**config.mk**
```make
export PLATFORM = sky130hd
export DESIGN_NAME = uart_tx_frame
export DESIGN_NICKNAME = d
export VERILOG_FILES = /design/src/rtl/uart_tx_frame.sv
export SDC_FILE = /design/constraint.sdc
export NUM_CORES = 1
export LEC_CHECK = 0
export ABC_AREA = 1
export CAP_MARGIN = 20
export CORE_ASPECT_RATIO = 1.75
export CORE_MARGIN = 5
export CORE_UTILIZATION = 35
export CTS_BUF_LIST = sky130_fd_sc_hd__clkbuf_4 sky130_fd_sc_hd__clkbuf_8 sky130_fd_sc_hd__clkbuf_16
export DETAILED_ROUTE_END_ITERATION = 8
export GPL_TIMING_DRIVEN = 0
export PLACE_DENSITY = 0.66
export SYNTH_ARGS = -nofsm -noshare
export SYNTH_HDL_FRONTEND = slang
export SYNTH_SLANG_ARGS = --single-unit
```
**constraint.sdc**
```tcl
create_clock -name clk_i -period 2.6 [get_ports clk_i]
set_input_delay 0.26 -clock clk_i [delete_from_list [all_inputs] [get_ports clk_i]]
set_output_delay 0.26 -clock clk_i [all_outputs]
set_load 0.01 [all_outputs]
```
**src/rtl/uart_tx_frame.sv**
```systemverilog
`default_nettype none
// ============================================================================
// Module   : uart_tx_frame
// Purpose  : Byte-serial UART transmitter. Accepts one byte per valid/ready
//            handshake and sends start + 8 data bits (LSB first) + optional
//            parity + stop, each bit held for CDIV clocks.
// Ports    : clk_i       - system clock, rising edge
//            rst_i       - asynchronous active-high reset
//            in_valid_i  - upstream FIFO has a byte on in_data_i
//            in_data_i   - byte to send, sampled only on a handshake
//            in_ready_o  - transmitter can accept a byte (IDLE only)
//            tx_o        - serial line, idle high, driven from a flop
//            busy_o      - a frame is in progress
// Revision : 1.0 - initial release
// ============================================================================
module uart_tx_frame #(
  parameter int CDIV   = 4,  // clocks per bit, >= 2
  parameter int PARITY = 0   // 0 none, 1 odd, 2 even
) (
  input  logic       clk_i,
  input  logic       rst_i,
  input  logic       in_valid_i,
  input  logic [7:0] in_data_i,
  output logic       in_ready_o,
  output logic       tx_o,
  output logic       busy_o
);

  generate
    if (CDIV < 2) begin : g_bad_cdiv
      $error("uart_tx_frame: CDIV must be >= 2");
    end
    if (PARITY < 0 || PARITY > 2) begin : g_bad_parity
      $error("uart_tx_frame: PARITY must be 0, 1 or 2");
    end
  endgenerate

  // Guard keeps the timer at least one bit wide while the error above fires.
  localparam int            TW       = (CDIV < 2) ? 1 : $clog2(CDIV);
  localparam logic [TW-1:0] BIT_LAST = TW'(CDIV - 1);

  localparam logic [2:0] S_IDLE  = 3'd0;
  localparam logic [2:0] S_START = 3'd1;
  localparam logic [2:0] S_DATA  = 3'd2;
  localparam logic [2:0] S_PAR   = 3'd3;
  localparam logic [2:0] S_STOP  = 3'd4;

  logic [2:0]    state_q,  state_d;
  logic [TW-1:0] timer_q,  timer_d;
  logic [2:0]    bitcnt_q, bitcnt_d;
  logic [7:0]    shreg_q,  shreg_d;
  logic          par_q,    par_d;
  logic          tx_q,     tx_d;

  logic hs;
  logic bit_end;

  assign hs      = in_valid_i & in_ready_o;
  assign bit_end = (timer_q == '0);

  // State register (also holds the datapath registers and the tx flop)
  always_ff @(posedge clk_i or posedge rst_i) begin
    if (rst_i) begin
      state_q  <= S_IDLE;
      timer_q  <= '0;
      bitcnt_q <= '0;
      shreg_q  <= '0;
      par_q    <= 1'b0;
      tx_q     <= 1'b1;
    end else begin
      state_q  <= state_d;
      timer_q  <= timer_d;
      bitcnt_q <= bitcnt_d;
      shreg_q  <= shreg_d;
      par_q    <= par_d;
      tx_q     <= tx_d;
    end
  end

  // Next-state logic
  always_comb begin
    state_d  = state_q;
    timer_d  = timer_q;
    bitcnt_d = bitcnt_q;
    shreg_d  = shreg_q;
    par_d    = par_q;

    if (state_q != S_IDLE && !bit_end) begin
      timer_d = timer_q - TW'(1);
    end

    case (state_q)
      S_IDLE: begin
        if (hs) begin
          state_d  = S_START;
          timer_d  = BIT_LAST;
          bitcnt_d = 3'd0;
          shreg_d  = in_data_i;
          // Parity taken from the byte as latched, before any shifting.
          par_d    = (PARITY == 1) ? ~^in_data_i : ^in_data_i;
        end
      end
      S_START: begin
        if (bit_end) begin
          state_d = S_DATA;
          timer_d = BIT_LAST;
        end
      end
      S_DATA: begin
        if (bit_end) begin
          timer_d = BIT_LAST;
          if (bitcnt_q == 3'd7) begin
            state_d  = (PARITY != 0) ? S_PAR : S_STOP;
            bitcnt_d = 3'd0;
          end else begin
            bitcnt_d = bitcnt_q + 3'd1;
            shreg_d  = {1'b0, shreg_q[7:1]};
          end
        end
      end
      S_PAR: begin
        if (bit_end) begin
          state_d = S_STOP;
          timer_d = BIT_LAST;
        end
      end
      S_STOP: begin
        if (bit_end) begin
          state_d = S_IDLE;
        end
      end
      default: begin
        state_d = S_IDLE;
        timer_d = '0;
      end
    endcase
  end

  // Output logic. tx is decoded from the next state so the registered line
  // changes on the same edge as the state it represents.
  always_comb begin
    tx_d = 1'b1;
    case (state_d)
      S_IDLE:  tx_d = 1'b1;
      S_START: tx_d = 1'b0;
      S_DATA:  tx_d = shreg_d[0];
      S_PAR:   tx_d = par_q;
      S_STOP:  tx_d = 1'b1;
      default: tx_d = 1'b1;
    endcase
  end

  assign in_ready_o = (state_q == S_IDLE);
  assign busy_o     = (state_q != S_IDLE);
  assign tx_o       = tx_q;

endmodule
`default_nettype wire

```
==> results of run 1 <==
-- layout by cell type, fill, tap and decap left out, drive strengths merged --
cell type	netlist	routed
a21oi	2	2
a31oi	1	1
buf	1	1
clkbuf	0	4
clkdlybuf4s50	0	13
dfrtp	17	17
dfstp	1	1
ha	3	3
inv	23	23
nand2	36	36
nand3	13	13
nand3b	2	2
nand4	2	2
nor2	6	6
o21ai	9	9
o21bai	1	1
o221ai	6	6
o22ai	1	1
or2	1	1
xnor2	3	3
xor2	4	4
-- final cells by class --
class                           count  area, µm²
Multi-Input combinational cell     90      531.8
Clock buffer                        4      48.80
Inverter                           23      91.34
Tap cell                           42      52.55
Buffer                              1      11.26
Fill cell                         298       1643
Sequential cell                    18      451.7
Timing Repair Buffer               13      130.1
-- critical path: cells and delay by family, from the launching register on --
kind	cells	cell delay [ns]
buffers and inverters	2	0.60
DFF	1	0.46
and+or+nand+nor	2	0.29
-- per-layer routing --
| layer | global-route usage | up-vias | share of wire |
|---|---|---|---|
| met1 | 0.1027 | 426 | 0.39 |
| met5 | 0 | - | 0 |
| li1 | - | 470 | - |
| met4 | 0.05012 | 0 | 0.0072 |
| met2 | 0.2176 | 12 | 0.57 |
| met3 | 0.02147 | 2 | 0.027 |
-- cells in the mapped netlist (3+ instances only) --
cell and instances:
nand2_1 34, inv_1 19, dfrtp_1 17, nand3_1 10, o21ai_0 7, o221ai_1 6, xor2_1 4, ha_1 3
nor2_1 3, xnor2_1 3
-- final timing paths --
check | from | end | slack, ns | depth (start not counted)
worst max-delay path | state_q[1] | in_ready_o | 0.74 | 4
worst min-delay path | rst_i | shreg_q[5] | 0.41 | 2
worst max register to register | bitcnt_q[0] | shreg_q[5] | 0.96 | 6
worst min register to register | par_q | par_q | 0.49 | 2
max in group asynchronous | rst_i | par_q | 1.75 | 2
min in group clk_i | par_q | par_q | 0.49 | 2
-- kinds of logic after synthesis --
kind of cell | after synthesis
AO/OA/AOI/OAI | 20
flip-flops | 18
AND/OR/NAND/NOR | 60
adder cells (fa/ha/maj) | 3
buffers and inverters | 24
XOR/XNOR | 7
-- state kept, by name, summed over array words and instances, names as in the netlist --
name	count
tx_o	1
bitcnt_q	3
state_q	3
timer_q	2
shreg_q	8
par_q	1
-- metrics by stage --
stage / cells / hold WS [ns] / instance area, µm² / setup slack [ns]
final: 191 / 0.4077 / 1318 / 0.7379
after global routing: 191 / 0.4924 / 1318 / 0.6363
after CTS: 191 / 0.4353 / 1318 / 0.7246
after detailed placement: 187 / 0.4771 / 1269 / 0.9640
after global placement: 187 / 0.4699 / 1269 / 0.9983
after floorplan: 132 / 0.1978 / 1086 / 1.174
-- power by group through the flow --
stage          registers (µW)  logic, µW  clock network [µW]
6_report                  497        706                 209
5_1_grt                   513        807                 227
4_1_cts                   497        715                 215
3_5_place_dp              503        713                   0
3_3_place_gp              497        686                   0
2_1_floorplan             491        523                   0
==> out/metrics.cfg, run 1 <==
[cts]
htreeDepth = 1
root_buffer = clkbuf_8
cts-buffers-inserted = 3
hold_buffers = 0
cts_setup_buffers = 0
path_clk_slew_ns = 0.07
clkSinkCount = 18
clkLatencyLatePin_ns = 0.25
cts_buffer_depth = 2
cts_resized = 0
cts_tree = done

[timing]
finalSetupTns_ns = 0
rsz0062_at_grt = no
skew_ns = 0.003519
fmax_ghz = 0.5370
setup_viol = 0
hold_violations = 0
tightest_slew_ns = 0.6827
fin_crit_sh = 0.7162
finalCriticalPeriod_ns = 1.862
relSlewSlack = 0.5444
slew_violations = 0

[global_routing]
grt.overflow.total = 0
grt_pass1_wl_um = 3808
grt_max_degree = 19
grt_pass1_vias = 975
grt_usage = 0.1117
antenna_found_initial = 0

[floorplan]
rows = 26
coreArea_um2 = 2960
start_util = 0.3669
die_h_um = 83.69
die_w_um = 52.11
die-area_um2 = 4361
ios = 14

[finish]
final_nets = 164
layout-drive-gt1-share = 0.1342
post-route-util = 0.4451
antenna_cells = 0
synthToLayoutAreaGrowth_pct = 21.31

[logic_synthesis]
synth_top_area_frac = 0.3917
synth_area_leaders = dfrtp_1 (39%), nand2_1 (12%), inv_1 (6.6%), o221ai_1 (4.8%), nand3_1 (4.6%)
netlist_area_um2 = 1086
synth.largest_area_cell = dfrtp_1
synth_edf_count = 0
syn_area_per_cell_um2 = 8.228
synth_fa_ha_area_frac = 0.03456
synth_top_family_by_area = simple AND/OR/NAND/NOR gates
synth.mux.area_fraction = 0
synthCells = 132
synthSimpleGateAreaFrac = 0.2776
synth-compound-area-share = 0.1210
synth_xor_area_frac = 0.05645
synth_nets = 146
async_flop_share = 1.000
ys_ff_latch = 18
synth_top_flop_cell = dfrtp_1
ys_seq_area_frac = 0.4159
yosysWarnings = 0
synth.distinct_cells = 28

[worst_setup_path]
cp.required_ns = 2.34
startpoint_type = register
critPathArrivalTime_ns = 1.60
criticalPathCategory = reg2out
cp_slowest_cell = clkdlybuf4s50_1
critPathMaxStageDelay_ns = 0.52
path_cells = nor2_4, nand2_1, inv_1, clkdlybuf4s50_1
endpoint_kind = output pin
cp_max_fo = 6

[power_and_ir_drop]
p_clk_frac = 0.148
power_density_nw_per_um2 = 1071
pwr-share-seq = 0.352
p_int_uw = 839.0
p_switching_uw = 571.8
pwr-share-comb = 0.500
switching_share = 0.4053
p_total_uw = 1411
p_leak_uw = 0.0006350
ir_worst_vdd_uv = 413.2

[drt]
wirelength_um = 2092
remaining_drc_errors = 0
routedWlPerCell_um = 10.95
postRouteAntennaNets = 0
vias = 910
viasPerCell = 4.764
dr.first_iter.drc_count = 19
drtPass1Iterations = 4

[placed_design]
dp_hpwl_um = 1706
place.gp.congestion = 0.7884
io_buffers = 13

[run]
cap_violations = 0

[run_status]
status = finished, final reports clean

[worst_hold_path]
hold_class = in2async

No activity file was read; power rests on OpenSTA's default activity.
==> run 2: changes to the inputs <==
PLACE_DENSITY = 0.68   (was 0.66)
clock period = 1.7 ns   (was 2.6 ns; I/O delays follow)
==> out/metrics.cfg, run 2 (synthesized netlist as in run 1, its figures left out) <==
[run_status]
status = finished, final reports clean

[finish]
regMostFlops = shreg_q
antenna_cells = 0  ; unchanged
layout-drive-gt1-share = 0.1830  ; +0.04878
synthToLayoutAreaGrowth_pct = 25.35
post-route-util = 0.4598  ; +0.01479
fill_cells = 300  ; +0.67%
final_nets = 168  ; +2.4%
final_common_cell = nand2_1
final_cell_mix = nand2_1 (32), inv_1 (19), dfrtp_1 (15)
largest_reg_flops = 8  ; unchanged
top_regs = shreg_q: 8 flops, bitcnt_q: 3 flops, state_q: 3 flops
stdcell_area_um2 = 1361  ; +3.3%

[global_routing]
grt_pass1_wl_um = 3643  ; -4.3%
grt.overflow.total = 0  ; unchanged
grt_usage = 0.1065  ; -0.005245
grt_max_degree = 19  ; unchanged
grt_pass1_vias = 955  ; -2.1%
antenna_found_initial = 0  ; unchanged

[worst_setup_path]
criticalPathCategory = reg2out
startpoint_type = register
worst_r2r_startpoint = bitcnt_q[0]
reg2reg_depth = 6  ; unchanged
rrSetupSlack_ns = 0.12  ; -0.84 ns
critPathArrivalTime_ns = 1.48  ; -0.12 ns
r2r-end = shreg_q[6]
cp_max_fo = 6  ; unchanged
endpoint_kind = output pin
cp.required_ns = 1.53  ; -0.81 ns

[drt]
drtPass1Iterations = 4  ; unchanged
vias = 917  ; +0.77%
wirelength_um = 2145  ; +2.5%
remaining_drc_errors = 0  ; unchanged
viasPerCell = 4.703  ; -1.3%
routedWlPerCell_um = 11.00  ; +0.43%
dr.first_iter.drc_count = 6  ; -13
postRouteAntennaNets = 0  ; unchanged

[floorplan]
die_h_um = 83.69  ; unchanged
coreArea_um2 = 2960  ; unchanged
start_util = 0.3669  ; unchanged
die-area_um2 = 4361  ; unchanged
ios = 14  ; unchanged
die_w_um = 52.11  ; unchanged
rows = 26  ; unchanged

[placed_design]
io_buffers = 13  ; unchanged
place.gp.congestion = 0.7990  ; +1.3%
dp_hpwl_um = 1750  ; +2.6%
post_dp_cell_area_um2 = 1269  ; unchanged

[cts]
cts-buffers-inserted = 3  ; unchanged
cts_buffer_depth = 2  ; unchanged
hold_buffers = 0  ; unchanged
path_clk_slew_ns = 0.07  ; about the same
clkLatencyLatePin_ns = 0.25  ; about the same
cts_tree = done
root_buffer = clkbuf_8
clkSinkCount = 18  ; unchanged
htreeDepth = 1  ; unchanged

[timing]
fmax_ghz = 0.6065
rsz0062_at_grt = no
slew_violations = 0  ; unchanged
hold_violations = 0  ; unchanged
setup_viol = 0  ; unchanged
tightest_slew_ns = 0.6509  ; -0.03176 ns
skew_ns = 0.002771  ; -0.0007475 ns
finalSetupTns_ns = 0  ; unchanged
finalCriticalPeriod_ns = 1.649
fin_crit_sh = 0.9699
relSlewSlack = 0.5656  ; +0.02120

[power_and_ir_drop]
ir_worst_vdd_uv = 643.7  ; +56%
power_density_nw_per_um2 = 1669  ; +56%
p_leak_uw = 0.0006540  ; +3.0%

[run]
cap_violations = 0  ; unchanged

[worst_hold_path]
hold_class = in2async

[run 2: power by group]
part | leakage [µW] | internal (µW) | total (µW) | switching [µW]
Clock | 0.0000288 | 206 | 342 | 136
Sequential | 0.000220 | 647 | 759 | 112
Combinational | 0.000405 | 515 | 1170 | 656
Total | 0.000654 | 1370 | 2270 | 903
[run 2: timing repair]
| action | in CTS | in global routing |
|---|---|---|
| pin swaps | 1 | 0 |
| buffers inserted | 1 | 3 |
| gates resized for setup | 3 | 1 |
| endpoints found under the setup margin | 2 | 4 |
[run 2: critical path, stage by stage (launching register included)]
cell and delay (ns):
dfrtp_2 0.43, nor2_4 0.12, nand2_2 0.09, inv_1 0.06
clkdlybuf4s50_1 0.52
[run 2: final cells by class]
cell class	count	area, µm²	share of cell area
plain buffers	1	11.26	0.008272
clock buffers	4	55.05	0.04044
inverters	23	91.34	0.06710
multi-input cells	90	536.8	0.3943
flip-flops and latches	18	454.2	0.3336
well taps	42	52.55	0.03860
repair buffers	17	160.2	0.1176
[run 2: worst max path at each step]
stage | from | endpoint | slack (ns) | cells after the start
2_1_floorplan | bitcnt_q[0] | shreg_q[2] | 0.27 | 6
3_3_place_gp | bitcnt_q[0] | shreg_q[6] | 0.13 | 6
3_5_place_dp | bitcnt_q[0] | shreg_q[6] | 0.06 | 6
4_1_cts | state_q[1] | in_ready_o | 0.002 | 4
5_1_grt | state_q[0] | in_ready_o | 0.003 | 4
6_report | state_q[1] | in_ready_o | 0.05 | 4
[run 2: routing by layer]
| metal | track usage | vias up | part of all wire |
|---|---|---|---|
| li1 | - | 475 | - |
| met1 | 0.09508 | 418 | 0.36 |
| met2 | 0.2027 | 20 | 0.58 |
| met3 | 0.02683 | 4 | 0.046 |
| met4 | 0.05489 | 0 | 0.014 |
| met5 | 0 | - | 0 |
[run 2: stage by stage]
step | setup WS [ns] | hold WS [ns] | total power (µW) | std cells
after floorplan | 0.2739 | 0.1078 | 1551 | 132
after global placement | 0.1312 | 0.4702 | 1808 | 187
after detailed placement | 0.06250 | 0.4681 | 1866 | 187
after CTS | 0.001520 | 0.3361 | 2242 | 192
after global routing | 0.002764 | 0.4012 | 2456 | 195
final | 0.05109 | 0.3039 | 2272 | 195
==> run 3: changes to the inputs <==
CORE_ASPECT_RATIO = default   (was 1.75)
==> out/metrics.cfg, run 3 (synthesized netlist as in run 1, its figures left out) <==
[run_status]
status = finished, final reports clean

[timing]
skew_ns = 0.009956  ; +0.007185 ns
rsz0062_at_grt = yes
fmax_ghz = 0.6349  ; +4.7%
finalSetupTns_ns = 0  ; unchanged
relSlewSlack = 0.5607  ; -0.004917
setup_ws_ns = 0.1249  ; +0.07376 ns
hold_violations = 0  ; unchanged
holdWs_ns = 0.2624  ; -0.04156 ns
slew_violations = 0  ; unchanged
tightest_slew_ns = 0.6583  ; +0.007367 ns
setup_viol = 0  ; unchanged
finalCriticalPeriod_ns = 1.575  ; -0.07376 ns
fin_crit_sh = 0.9266  ; -0.04339

[worst_setup_path]
endpoint_kind = register
cp.required_ns = 1.91  ; +0.38 ns
criticalPathCategory = reg2reg
startpoint_type = register
worst_r2r_startpoint = bitcnt_q[0]
rrSetupSlack_ns = 0.12  ; about the same
cp_max_fo = 9  ; +3
critPathArrivalTime_ns = 1.79  ; +0.31 ns
reg2reg_depth = 8  ; +2
r2r-end = tx_o

[finish]
multi_input_area_um2 = 536.8  ; unchanged
seq_area_um2 = 452.9  ; -0.28%
final_cell_mix = nand2_1 (32), inv_1 (19), dfrtp_1 (16)
regMostFlops = shreg_q
antenna_cells = 0  ; unchanged
layout-drive-gt1-share = 0.1711  ; -0.01195
top_regs = shreg_q: 8 flops, bitcnt_q: 3 flops, state_q: 3 flops
final_common_cell = nand2_1
final_nets = 167  ; -0.60%
largest_reg_flops = 8  ; unchanged
fill_cells = 309  ; +3.0%
synthToLayoutAreaGrowth_pct = 21.31

[floorplan]
rows = 20  ; -23%
coreArea_um2 = 3003  ; +1.4%
die_w_um = 65.71  ; +26%
start_util = 0.3617  ; -0.005197
die_h_um = 65.71  ; -21%
die-area_um2 = 4317  ; -1.0%
ios = 14  ; unchanged

[drt]
vias = 918  ; +0.11%
viasPerCell = 4.962  ; +5.5%
postRouteAntennaNets = 0  ; unchanged
remaining_drc_errors = 0  ; unchanged
routedWlPerCell_um = 11.24  ; +2.2%
dr.first_iter.drc_count = 31  ; +25
wirelength_um = 2079  ; -3.1%
drtPass1Iterations = 4  ; unchanged

[cts]
cts_buffer_depth = 2  ; unchanged
cts-buffers-inserted = 3  ; unchanged
htreeDepth = 1  ; unchanged
cts_tree = done
clkLatencyLatePin_ns = 0.29  ; +0.04 ns
clkSinkCount = 18  ; unchanged
root_buffer = clkbuf_4
path_clk_slew_ns = 0.10  ; +0.03 ns

[global_routing]
grt_usage = 0.1080  ; +0.001505
grt.overflow.total = 0  ; unchanged
grt_max_degree = 19  ; unchanged
grt_pass1_wl_um = 3657  ; +0.38%
grt_pass1_vias = 943  ; -1.3%
antenna_found_initial = 0  ; unchanged

[placed_design]
place.gp.congestion = 0.8290  ; +3.8%
io_buffers = 13  ; unchanged
dp_hpwl_um = 1607  ; -8.1%
place_ws_ns = 0.1072  ; +0.04473 ns

[run]
cap_violations = 0  ; unchanged

[power_and_ir_drop]
power_density_nw_per_um2 = 1608  ; -3.7%
p_leak_uw = 0.0006502  ; -0.58%
ir_worst_vdd_uv = 513.1  ; -20%

[worst_hold_path]
hold_class = in2async

[run 3: cell types whose count changed in the layout (fill, tap and decap cells not counted)]
cell             previous run  this run
clkbuf_4                    0         4
buf_4                       4         3
clkbuf_8                    4         0
clkdlybuf4s50_1            13        11
dfrtp_1                    15        16
dfrtp_2                     2         1
dlygate4sd2_1               0         1
dlymetal6s2s_1              0         1
[run 3: layout make-up]
cell class	count	area share
multi-input combinational	90	0.4074
sequential	18	0.3438
timing repair buffer	16	0.1168
inverter	23	0.06933
tap	33	0.03134
clock buffer	4	0.02279
buffer	1	0.008547
[run 3: critical path: stages, from the launching register on]
cell and delay, ns:
dfrtp_1 0.39, ha_1 0.20, ha_1 0.24, nor2_4 0.13
nand3_2 0.18, nand3_1 0.14, nand3_2 0.08, nand2_1 0.06
nand3_1 0.07
[run 3: metal layers]
| metal | vias to the layer above | part of all wire | track usage | routed length (µm) |
|---|---|---|---|---|
| met5 | - | 0 | 0 | 0 |
| met1 | 423 | 0.42 | 0.1122 | 874 |
| met3 | 0 | 0.044 | 0.01709 | 91 |
| met2 | 21 | 0.54 | 0.1977 | 1113 |
| met4 | 0 | 0 | 0.06995 | 0 |
| li1 | 474 | - | - | - |
[run 3: worst max-delay path by stage]
stage | startpoint | endpoint | slack, ns | cells after the start
after CTS | state_q[2] | busy_o | 0.01 | 3
final | bitcnt_q[0] | tx_o | 0.12 | 8
after global placement | bitcnt_q[0] | shreg_q[3] | 0.13 | 6
after global routing | bitcnt_q[0] | shreg_q[4] | -0.02 | 6
after detailed placement | bitcnt_q[0] | shreg_q[4] | 0.11 | 6
after floorplan | bitcnt_q[0] | shreg_q[2] | 0.27 | 6
[run 3: stage by stage]
step / cells / power, µW / util / instance area, µm²
5_1_grt: 185 / 2322 / 0.4388 / 1318
4_1_cts: 184 / 2119 / 0.4346 / 1305
3_5_place_dp: 178 / 1856 / 0.4188 / 1257
3_3_place_gp: 178 / 1812 / 0.4188 / 1257
2_1_floorplan: 132 / 1551 / - / 1086
6_report: 185 / 2118 / 0.4388 / 1318
[run 3: repair_timing]
| action | in CTS | in global routing |
|---|---|---|
| hold buffers | 0 | 0 |
| pin swaps | 1 | 0 |
| setup buffers | 2 | 1 |
| gates resized for setup | 3 | 2 |
| endpoints found under the setup margin | 2 | 7 |
[run 3: report_power, final]
part           total [µW]  switching [µW]  internal, µW
Clock                 227             120           107
Combinational        1150             669           483
Sequential            738            95.2           643
Total                2120             885          1230
